===== src/rtl/traffic_light_monitor.sv =====
// Passive phase decoder and order/length checker for the traffic_light lamp outputs.
// Optional length checking is compiled in when TL_MON_LEN_CHECK_EN is defined.
//
// state        | meaning
// SYNC         | waiting for a 100 pattern to align to RED, no checking
// RED          | red lamp phase (100), or gap after it
// YELLOW_RED   | red+yellow phase (110), or gap after it
// GREEN        | steady green phase (001), or gap after it
// BLINKY_GREEN | green blinking (001/000 alternating) until 010
// YELLOW       | yellow phase (010), or gap after it
module traffic_light_monitor #(
  parameter int unsigned PERIOD_RED          = 3,
  parameter int unsigned PERIOD_YELLOW_RED   = 3,
  parameter int unsigned PERIOD_GREEN        = 3,
  parameter int unsigned PERIOD_BLINKY_GREEN = 3,
  parameter int unsigned PERIOD_YELLOW       = 3,
  parameter int unsigned TOL                 = 1,
  parameter int unsigned GAP_MAX             = 1
) (
  input  logic        clk_i,
  input  logic        rst_ni,
  input  logic        red_i,
  input  logic        yellow_i,
  input  logic        green_i,
  input  logic        clr_i,
  output logic [2:0]  phase_o,
  output logic        phase_done_o,
  output logic [7:0]  phase_len_o,
  output logic        error_o,
  output logic [1:0]  err_code_o,
  output logic [15:0] cycle_cnt_o
);

  typedef enum logic [2:0] {
    ST_SYNC       = 3'd0,
    ST_RED        = 3'd1,
    ST_YELLOW_RED = 3'd2,
    ST_GREEN      = 3'd3,
    ST_BLINKY     = 3'd4,
    ST_YELLOW     = 3'd5
  } phase_e;

  localparam logic [1:0] ERR_NONE    = 2'd0;
  localparam logic [1:0] ERR_PATTERN = 2'd1;
  localparam logic [1:0] ERR_SEQ     = 2'd2;
  localparam logic [1:0] ERR_LEN     = 2'd3;

  localparam logic [2:0] PAT_DARK  = 3'b000;
  localparam logic [2:0] PAT_RED   = 3'b100;
  localparam logic [2:0] PAT_GREEN = 3'b001;
  localparam logic [2:0] PAT_YEL   = 3'b010;

  function automatic logic [2:0] own_pat(input phase_e p);
    case (p)
      ST_RED:        own_pat = 3'b100;
      ST_YELLOW_RED: own_pat = 3'b110;
      ST_GREEN:      own_pat = 3'b001;
      ST_BLINKY:     own_pat = 3'b001;
      ST_YELLOW:     own_pat = 3'b010;
      default:       own_pat = 3'b111;
    endcase
  endfunction

  function automatic phase_e succ_of(input phase_e p);
    case (p)
      ST_RED:        succ_of = ST_YELLOW_RED;
      ST_YELLOW_RED: succ_of = ST_GREEN;
      ST_GREEN:      succ_of = ST_BLINKY;
      ST_BLINKY:     succ_of = ST_YELLOW;
      ST_YELLOW:     succ_of = ST_RED;
      default:       succ_of = ST_SYNC;
    endcase
  endfunction

  function automatic logic [7:0] sat_inc(input logic [7:0] v);
    sat_inc = (v == 8'hFF) ? v : v + 8'd1;
  endfunction

  phase_e     phase_q, phase_n, phase_d;
  logic       in_gap_q, in_gap_n, in_gap_d;
  logic [7:0] len_q, len_n, len_d;
  logic [7:0] gap_q, gap_n, gap_d;
  logic       done_d;
  logic [7:0] plen_d;
  logic       err_d;
  logic [1:0] code_d;
  logic [15:0] cyc_d;

  logic [2:0] pat;
  logic       illegal;
  logic       complete;
  logic [7:0] comp_len;
  logic       seq_err;
  logic       len_err;
  logic       cyc_inc;
  logic [7:0] gap_inc;
  logic [7:0] gap_dark;
  logic [8:0] blink_sum;
  phase_e     succ;
  logic [1:0] new_err;

  assign pat     = {red_i, yellow_i, green_i};
  assign illegal = (pat == 3'b111) || (pat == 3'b101) || (pat == 3'b011);
  assign succ    = succ_of(phase_q);
  assign gap_inc = sat_inc(gap_q);

  // Phase tracking and order checks, before error resolution.
  always_comb begin
    phase_n   = phase_q;
    in_gap_n  = in_gap_q;
    len_n     = len_q;
    gap_n     = gap_q;
    complete  = 1'b0;
    comp_len  = len_q;
    seq_err   = 1'b0;
    cyc_inc   = 1'b0;
    gap_dark  = in_gap_q ? gap_inc : 8'd1;
    blink_sum = {1'b0, len_q} + {1'b0, gap_q} + 9'd1;
    case (phase_q)
      ST_SYNC: begin
        if (pat == PAT_RED) begin
          phase_n  = ST_RED;
          len_n    = 8'd1;
          gap_n    = 8'd0;
          in_gap_n = 1'b0;
        end
      end
      // Blink darks are folded into the length only once a later 001 proves
      // they were internal; trailing darks before 010 are the inter-phase gap.
      ST_BLINKY: begin
        if (illegal) begin
        end else if (pat == PAT_DARK) begin
          gap_n = gap_inc;
          if (32'(gap_inc) > GAP_MAX + 1) seq_err = 1'b1;
        end else if (pat == PAT_GREEN) begin
          if (gap_q == 8'd0) begin
            seq_err = 1'b1;
          end else begin
            len_n = blink_sum[8] ? 8'hFF : blink_sum[7:0];
            gap_n = 8'd0;
          end
        end else if (pat == PAT_YEL) begin
          complete = 1'b1;
          phase_n  = ST_YELLOW;
          len_n    = 8'd1;
          gap_n    = 8'd0;
          in_gap_n = 1'b0;
        end else begin
          seq_err = 1'b1;
        end
      end
      default: begin
        if (illegal) begin
        end else if (pat == PAT_DARK) begin
          complete = !in_gap_q;
          in_gap_n = 1'b1;
          gap_n    = gap_dark;
          if (32'(gap_dark) > GAP_MAX) seq_err = 1'b1;
        end else if (!in_gap_q && pat == own_pat(phase_q)) begin
          len_n = sat_inc(len_q);
        end else if (pat == own_pat(succ) && (in_gap_q || phase_q != ST_GREEN)) begin
          complete = !in_gap_q;
          phase_n  = succ;
          len_n    = 8'd1;
          gap_n    = 8'd0;
          in_gap_n = 1'b0;
          cyc_inc  = (phase_q == ST_YELLOW);
        end else begin
          seq_err = 1'b1;
        end
      end
    endcase
  end

`ifdef TL_MON_LEN_CHECK_EN
  logic [31:0] exp_len;
  always_comb begin
    case (phase_q)
      ST_RED:        exp_len = PERIOD_RED;
      ST_YELLOW_RED: exp_len = PERIOD_YELLOW_RED;
      ST_GREEN:      exp_len = PERIOD_GREEN;
      ST_BLINKY:     exp_len = PERIOD_BLINKY_GREEN;
      ST_YELLOW:     exp_len = PERIOD_YELLOW;
      default:       exp_len = 32'd0;
    endcase
    len_err = complete &&
              ((32'(comp_len) > exp_len + TOL) || (32'(comp_len) + TOL < exp_len));
  end
`else
  localparam int unsigned unused_len_params = PERIOD_RED + PERIOD_YELLOW_RED + PERIOD_GREEN +
                                              PERIOD_BLINKY_GREEN + PERIOD_YELLOW + TOL;
  assign len_err = 1'b0;
`endif

  // Error resolution: a new error always wins over clr_i, and only the first code is kept.
  always_comb begin
    phase_d  = phase_n;
    in_gap_d = in_gap_n;
    len_d    = len_n;
    gap_d    = gap_n;
    done_d   = 1'b0;
    plen_d   = phase_len_o;
    err_d    = error_o;
    code_d   = err_code_o;
    cyc_d    = cycle_cnt_o;
    if (illegal && phase_q != ST_SYNC) new_err = ERR_PATTERN;
    else if (seq_err)                  new_err = ERR_SEQ;
    else if (len_err)                  new_err = ERR_LEN;
    else                               new_err = ERR_NONE;
    // Gating on the current pulse keeps phase_done_o from ever holding two cycles.
    if (complete && !clr_i) begin
      done_d = !phase_done_o;
      plen_d = comp_len;
    end
    if (new_err != ERR_NONE) begin
      err_d    = 1'b1;
      if (clr_i || err_code_o == ERR_NONE) code_d = new_err;
      phase_d  = ST_SYNC;
      in_gap_d = 1'b0;
      len_d    = 8'd0;
      gap_d    = 8'd0;
    end else if (clr_i) begin
      err_d    = 1'b0;
      code_d   = ERR_NONE;
      phase_d  = ST_SYNC;
      in_gap_d = 1'b0;
      len_d    = 8'd0;
      gap_d    = 8'd0;
    end else if (cyc_inc) begin
      cyc_d = cycle_cnt_o + 16'd1;
    end
  end

  always_ff @(posedge clk_i or negedge rst_ni) begin
    if (!rst_ni) begin
      phase_q      <= ST_SYNC;
      in_gap_q     <= 1'b0;
      len_q        <= 8'd0;
      gap_q        <= 8'd0;
      phase_done_o <= 1'b0;
      phase_len_o  <= 8'd0;
      error_o      <= 1'b0;
      err_code_o   <= ERR_NONE;
      cycle_cnt_o  <= 16'd0;
    end else begin
      phase_q      <= phase_d;
      in_gap_q     <= in_gap_d;
      len_q        <= len_d;
      gap_q        <= gap_d;
      phase_done_o <= done_d;
      phase_len_o  <= plen_d;
      error_o      <= err_d;
      err_code_o   <= code_d;
      cycle_cnt_o  <= cyc_d;
    end
  end

  assign phase_o = phase_q;

endmodule


===== config.mk =====
export PLATFORM = sky130hd
export DESIGN_NAME = traffic_light_monitor
export DESIGN_NICKNAME = d
export VERILOG_FILES = /design/src/rtl/traffic_light_monitor.sv
export SDC_FILE = /design/constraint.sdc
export NUM_CORES = 1
export LEC_CHECK = 0
export ABC_CLOCK_PERIOD_IN_PS = 3200
export CAP_MARGIN = 25
export CORE_MARGIN = 4
export CORE_UTILIZATION = 45
export CTS_BUF_LIST = sky130_fd_sc_hd__clkbuf_8
export CTS_CLUSTER_SIZE = 25
export DETAILED_ROUTE_END_ITERATION = 7
export PLACE_DENSITY_LB_ADDON = 0.12
export SYNTH_ARGS = -nofsm -noshare
export SYNTH_HDL_FRONTEND = slang
export SYNTH_SLANG_ARGS = --single-unit

===== constraint.sdc =====
create_clock -name clk_i -period 3.2 [get_ports clk_i]
set_clock_uncertainty 0.15 [all_clocks]
set_input_delay 0.64 -clock clk_i [delete_from_list [all_inputs] [get_ports clk_i]]
set_output_delay 0.64 -clock clk_i [all_outputs]
set_load 0.02 [all_outputs]

==> results_dict.tcl <==
set metrics [dict create \
    crit_path_cell_trace "clkdlybuf4s50_1, buf_4, nor4b_1, o21ai_0, a21oi_1, o221a_2, nand2_1, a21oi_2, buf_12, mux2_2" \
    io_pins 37 \
    detail_route.iter0.violations 179 \
    num_vias 2940 \
    floorplan.die.width_um 92.8 \
    cts_buffers 5 \
    syn_inst 359 \
    outcome "finished, final reports clean" \
    yosysUniqueCellTypes 70 \
    hpwlAfterDp_mm 6.09 \
    route.detailed.vias_per_inst 5.66 \
    leading_register_cell_type_out_of_synthesis "dfrtp_1" \
    gpl.final_weighted_congestion 0.877 \
    num_rows 30 \
    postSynthNetCount 378 \
    power_per_cell_area_nw_per_um2 343 \
    synthToLayoutAreaGrowth_pct 24.7 \
    cp_data_required_time_ns 3.24 \
    setup.worst_path.start_class "input pin" \
    antenna_left 0 \
    period_share 0.949 \
    cts-root-to-sink-buffers 2 \
    cap_violations 0 \
    drt_first_pass_iters 5 \
    grt_use_total 0.189 \
    dieArea_um2 8620 \
    placed_cells 511 \
    critical_path.endpoint_type "flip-flop" \
    via_count_of_the_first_global_routing_pass 2737 \
    slowest_delay_ns 0.51 \
    maxSlewViolCount 0 \
    clkTransAtPathRegs_ns 0.10 \
    syn_area_um2 3240 \
    clk-insertion-delay-late_ns 0.30 \
    timing.critical_path.arrival_ns 3.08 \
    antenna_found_initial 0 \
    fill_cells 623 \
    hold_path_class "in2async" \
    timing_worst_slew_pin_value_ns 0.715 \
    cellLeakagePower_nw 1.78 \
    synth_warnings 0 \
    rsz_0062_raised_after_global_routing "no" \
    multi_input_area_um2 1910 \
    numClockSinks 48 \
    timing.critical_path.slowest_stage_cell "clkdlybuf4s50_1" \
    ctsRootBufferMaster "clkbuf_8" \
    cts_tree "done" \
    final_layout_size_suffix_gt1_frac 0.163 \
    grt_start_max_net_pins 25 \
    setup-violations-final 0 \
    die_y_extent_um 92.8 \
    finish.cell_count_without_fillers 519 \
    clock_tree.htree_level_count 2 \
    cts_hold_repair.buffers 0 \
    global_route_wire_length_before_repair_mm 13.4 \
    initial_utilization 0.469 \
    synth-edff-count 0 \
    design_power_total_mw 1.39 \
    final_nets 441 \
    routed_wire_length_mm 7.85 \
    port_buffers 36 \
    hold_violations 0 \
    finish.utilization 0.585 \
    crit_type "in2reg" \
    timing.slew.headroom 0.523 \
    core_area_um2 6910 \
    grt_overflow 0 \
    setup_tns_ns 0 \
    synth_seq_area_share 0.371 \
    post_synthesis_area_per_instance_um2 9.02 \
    async_flop_share 1.00 \
    timing.critical_path.fanout_max 9 \
    fin_crit_ns 3.04 \
    ys_ff_latch 48 \
    n_antenna_cell 0 \
    worst_supply_voltage_drop_on_vdd_mv 0.238 \
    drt-wirelength-per-cell_um 15.1 \
    register_area_um2 1200 \
    maximum_operating_frequency_mhz 329 \
    route.detailed.drc 0 \
]
[worst paths after layout]
check                              from        endpoint  slack (ns)  cells past startpoint
setup reg to reg            comp_len[0]     comp_len[0]        0.22                     11
hold reg to reg            phase_done_o    phase_done_o        0.28                      1
max in group asynchronous        rst_ni     comp_len[0]        2.11                      2
hold / removal                   rst_ni  cycle_cnt_o[1]        0.13                      1
min in group clk_i         phase_done_o    phase_done_o        0.28                      1
setup / recovery                  red_i  phase_len_o[6]        0.16                     10
[Yosys cell counts (2+ instances only)]
| master | number | area [µm²] |
|---|---|---|
| dfrtp_1 | 48 | 1200 |
| nor2_1 | 28 | 105 |
| a21oi_1 | 26 | 130 |
| o21ai_0 | 23 | 115 |
| nand2_1 | 22 | 82.6 |
| inv_1 | 16 | 60.1 |
| nand3_1 | 14 | 70.1 |
| xnor2_1 | 13 | 114 |
| and2_1 | 12 | 75.1 |
| ha_1 | 12 | 150 |
| nor3_1 | 11 | 55.1 |
| mux2_2 | 9 | 101 |
| xor2_1 | 9 | 78.8 |
| and3_1 | 6 | 37.5 |
| buf_2 | 6 | 30.0 |
| nand2b_1 | 6 | 37.5 |
| a211oi_1 | 5 | 37.5 |
| nand4_1 | 5 | 31.3 |
| nor2b_1 | 5 | 31.3 |
| nor3b_1 | 4 | 30.0 |
| a21o_1 | 3 | 22.5 |
| a31o_2 | 3 | 26.3 |
| buf_4 | 3 | 22.5 |
| clkbuf_1 | 3 | 11.3 |
| o211ai_1 | 3 | 22.5 |
| o22ai_1 | 3 | 18.8 |
| a211o_1 | 2 | 17.5 |
| a21boi_0 | 2 | 15.0 |
| a32oi_1 | 2 | 17.5 |
| a41oi_1 | 2 | 17.5 |
| and4_1 | 2 | 17.5 |
| buf_1 | 2 | 7.51 |
| nand4b_1 | 2 | 17.5 |
| nand4bb_1 | 2 | 22.5 |
| nor4_1 | 2 | 12.5 |
| nor4b_1 | 2 | 17.5 |
| o21a_1 | 2 | 15.0 |
| o21bai_1 | 2 | 15.0 |
| o22a_1 | 2 | 17.5 |
| o31ai_1 | 2 | 15.0 |
| o32ai_1 | 2 | 17.5 |
| o41ai_1 | 2 | 17.5 |
| or2_2 | 2 | 12.5 |
[worst max-delay path, delay by kind of cell]
family          cells  cell delay [ns]
simple gates        2             0.35
mux                 1             0.33
compound gates      4             0.88
buf+inv             3             0.87
[cells in the final DEF, fill, tap and decap left out, types with 6 or more instances in the layout]
| cell | netlist | layout |
|---|---|---|
| nor3_1 | 11 | 11 |
| xnor2_1 | 13 | 13 |
| xor2_1 | 9 | 9 |
| o21ai_0 | 23 | 23 |
| nand2b_1 | 6 | 6 |
| and3_1 | 6 | 6 |
| inv_1 | 16 | 16 |
| ha_1 | 12 | 12 |
| clkdlybuf4s50_1 | 0 | 35 |
| mux2_2 | 9 | 9 |
| nor2_1 | 28 | 28 |
| and2_1 | 12 | 12 |
| nand2_1 | 22 | 22 |
| buf_4 | 3 | 34 |
| dfrtp_1 | 48 | 48 |
| a21oi_1 | 26 | 26 |
| nand3_1 | 14 | 14 |
[cells by family after synthesis]
family / after synthesis / synth area share
AO/OA/AOI/OAI: 101 / 0.214
buffers and inverters: 31 / 0.0421
AND/OR/NAND/NOR: 134 / 0.226
multiplexers: 10 / 0.0344
flip-flops: 48 / 0.371
XOR/XNOR: 22 / 0.0595
adder cells (fa/ha/maj): 13 / 0.0525
[through the flow]
step | instance area, µm² | hold slack, ns | worst slack [ns]
6_report | 4040 | 0.127 | 0.162
5_1_grt | 4040 | 0.156 | 0.00632
4_1_cts | 4030 | 0.136 | 0.138
3_5_place_dp | 3910 | 0.268 | -0.175
3_3_place_gp | 3910 | 0.264 | -0.151
2_1_floorplan | 3240 | 0.194 | 0.452
[state kept, by name, summed over array words and instances (netlist names)]
| register | flops |
|---|---|
| phase_done_o | 1 |
| err_code_o | 2 |
| error_o | 1 |
| cycle_cnt_o | 16 |
| phase_len_o | 8 |
| gap_q | 8 |
| in_gap_q | 1 |
| phase_o | 3 |
| comp_len | 8 |
[report_power, final]
part           internal, mW  total [mW]  switching (mW)
sequential            0.625       0.647          0.0212
clock                 0.236       0.453           0.218
combinational         0.130       0.286           0.156
total                 0.991        1.39           0.395
[layout make-up]
cell class,instances,share of cell area
Tap cell,96,0.0297
Clock inverter,3,0.0118
Timing Repair Buffer,71,0.156
Clock buffer,5,0.0170
Sequential cell,48,0.297
Multi-Input combinational cell,280,0.473
Inverter,16,0.0149
[timing repair]
item,in CTS,in global routing
gates resized for setup,0,2
setup endpoints to repair,0,8
buffers inserted,0,0
[layer usage]
metal | vias up | wire length [µm] | track usage
met1 | 1396 | 3710 | 0.262
met5 | - | 0 | 0
met4 | 0 | 110 | 0.0452
li1 | 1439 | - | -
met2 | 94 | 3640 | 0.308
met3 | 11 | 388 | 0.0341
(Power assumes the default switching activity.)
==> patch (config.mk and constraints unchanged) <==
Add a define of `TL_MON_LEN_CHECK_EN`.
--- a/src/rtl/traffic_light_monitor.sv
+++ b/src/rtl/traffic_light_monitor.sv
@@ -8,6 +8,8 @@
 // GREEN        | steady green phase (001), or gap after it
 // BLINKY_GREEN | green blinking (001/000 alternating) until 010
 // YELLOW       | yellow phase (010), or gap after it
+`define TL_MON_LEN_CHECK_EN
+
 module traffic_light_monitor #(
   parameter int unsigned PERIOD_RED          = 3,
   parameter int unsigned PERIOD_YELLOW_RED   = 3,
Function: changed (Yosys sat finds a counterexample within 4 cycles, from zero or initial values and one cycle with rst_ni low).
==> patch against the unedited design <==
Hold slack improved by 0.019 ns; first-iteration DRC count fell by 28%; synthesized cell count rose by 4.2%; via count rose by 1.3%; design area rose by 1.3%; routed wire length rose by 5.9%; setup slack improved by 0.078 ns; area after synthesis rose by 2.6%; sequential cell count did not move.
Power is not compared: it rests on default switching activity, and its combinational part moved more than twofold at a synthesized area within 25%.
==> patch: results (changes against the unedited design) <==
WL/cell: 15.54 um (+2.7%)
RePlAce Congestion: 0.8163 (-6.9%)
flop-to-flop setup slack: 0.24 ns (+0.02 ns)
vias in the first global route: 2955 (+8.0%)
Iter 0 DRT Violations: 129 (-28%)
Arr. time, crit path: 3.05 ns (-0.03 ns)
Syn. warnings: 0 (unchanged)
number of antenna violations at the first check in global routing: 0 (unchanged)
Total Routing Usage GR: 0.2055 (+0.01612)
first-pass GRT wire length: 14530 um (+8.7%)
Max Buffers Root-to-Sink: 2 (unchanged)
post-cts repair resize count: 0 (unchanged)
Slowest-stage cell, CP: or2_2
Top delay family on crit path: simple AND/OR/NAND/NOR gates
Commonest cells post-synth: dfrtp_1, nor2_1, nand2_1
most common flop cell mapped by yosys: dfrtp_1
Slew @ Worst Pin: 0.6564 ns (-0.05834 ns)
HPWL after DPL: 6297 um (+3.4%)
H-tree depth: 2 (unchanged)
pin count of the biggest net entering global routing: 28 (+12%)
Detailed Route WL: 8312 um (+5.9%)
register area share after synthesis: 0.3617 (-0.009225)
syn nets: 397 (+5.0%)
layout cells sized above 1: 0.1422 (-0.02092)
IO buf count: 36 (unchanged)
setup bufs post-CTS: 0 (unchanged)
Avg Cell Area, Syn: 8.879 um^2 (-1.6%)
max reg flops: 16 (unchanged)
Synth cell types: 67 (-4.3%)
worst-path maximum fanout: 12 (+3)
status: finished clean
Layout Nets: 458 (+3.9%)
placed cells: 527 (+3.1%)
R2R cell count: 10 (-1)
drt first pass iters: 4 (-1)
# rows: 31 (+3.3%)
drt via density: 5.568 (-1.7%)
Worst-path clk slew: 0.11 ns
crit-path max cell delay: 0.40 ns (-0.11 ns)
Reg2Reg Launch Point: phase_o[1]$_DFFE_PN0P_
reg-to-reg endpoint: in_gap_q$_DFFE_PN0P_
minimum hold slack: 0.1465 ns (+0.01913 ns)
ranking of synthesized cells by area: dfrtp_1, ha_1, nor2_1
[patch: cell types whose count changed in the layout (fill, tap and decap cells not counted), sizes merged, moves of 4 or more]
cell / before / now
ha: 12 / 16
nand2: 22 / 31
nand3: 15 / 10
nand3b: 0 / 8
nor2: 28 / 47
xor2: 9 / 17
a31oi: 2 / 8
a21oi: 27 / 17
xnor2: 13 / 6
and3: 6 / 10
and2: 12 / 2
[patch: worst max path at each step]
stage                     cells after the start              startpoint  slack, ns                     endpoint
final                                        10  phase_o[1]$_DFFE_PN0P_       0.24         in_gap_q$_DFFE_PN0P_
after global routing                         10  phase_o[1]$_DFFE_PN0P_    -0.0002  cycle_cnt_o[12]$_DFFE_PN0P_
after CTS                                    10  phase_o[1]$_DFFE_PN0P_       0.23         in_gap_q$_DFFE_PN0P_
after detailed placement                     10                   red_i      -0.02   phase_len_o[3]$_DFFE_PN0P_
after global placement                       10                   red_i      -0.02   phase_len_o[6]$_DFFE_PN0P_
after floorplan                              13  phase_o[1]$_DFFE_PN0P_      0.006   cycle_cnt_o[1]$_DFFE_PN0P_
[patch: power groups by stage]
stage	sequential [mW]	combinational [mW]	clock (mW)
global placement	0.736	1.04	0
floorplan	0.772	0.651	0
CTS	0.724	1.06	0.484
finish	0.723	1.05	0.466
global route	0.734	1.19	0.502
detailed placement	0.736	1.06	0
[patch: kinds of logic after synthesis]
logic type               synth area share
flip-flops                         0.3617
AO/OA/AOI/OAI                      0.1918
buffers and inverters             0.03994
AND/OR/NAND/NOR                    0.2366
XOR/XNOR                          0.06066
multiplexers                      0.04295
adder cells (fa/ha/maj)           0.06631
[patch: per-layer routing]
metal,global-route usage,share of wire,routed length [um]
met1,0.2699,0.45,3765
met2,0.3519,0.49,4087
met3,0.02965,0.040,330
met4,0.05656,0.016,129
met5,0,0,0
[patch: repair_timing]
action | CTS | global route
hold endpoints to repair | 0 | 0
hold buffers | 0 | 0
endpoints found under the setup margin | 0 | 1
[patch: cell type report]
class / instances / area [um^2]
clock inverters: 3 / 46.29
multi-input cells: 298 / 1989
clock buffers: 5 / 68.82
inverters: 14 / 52.55
fillers: 688 / 3124
flip-flops and latches: 48 / 1201
well taps: 99 / 123.9
repair buffers: 68 / 608.1
[patch: through the flow]
| stage | instance area, um^2 | total power, mW | setup slack (ns) | TNS [ns] |
|---|---|---|---|---|
| final | 4090 | 2.243 | 0.2403 | 0 |
| after global routing | 4090 | 2.421 | -0.0002043 | -0.0002043 |
| after CTS | 4090 | 2.270 | 0.2296 | 0 |
| after detailed placement | 3975 | 1.793 | -0.01780 | -0.1375 |
| after global placement | 3975 | 1.772 | -0.01805 | -0.1394 |
| after floorplan | 3324 | 1.423 | 0.006195 | 0 |
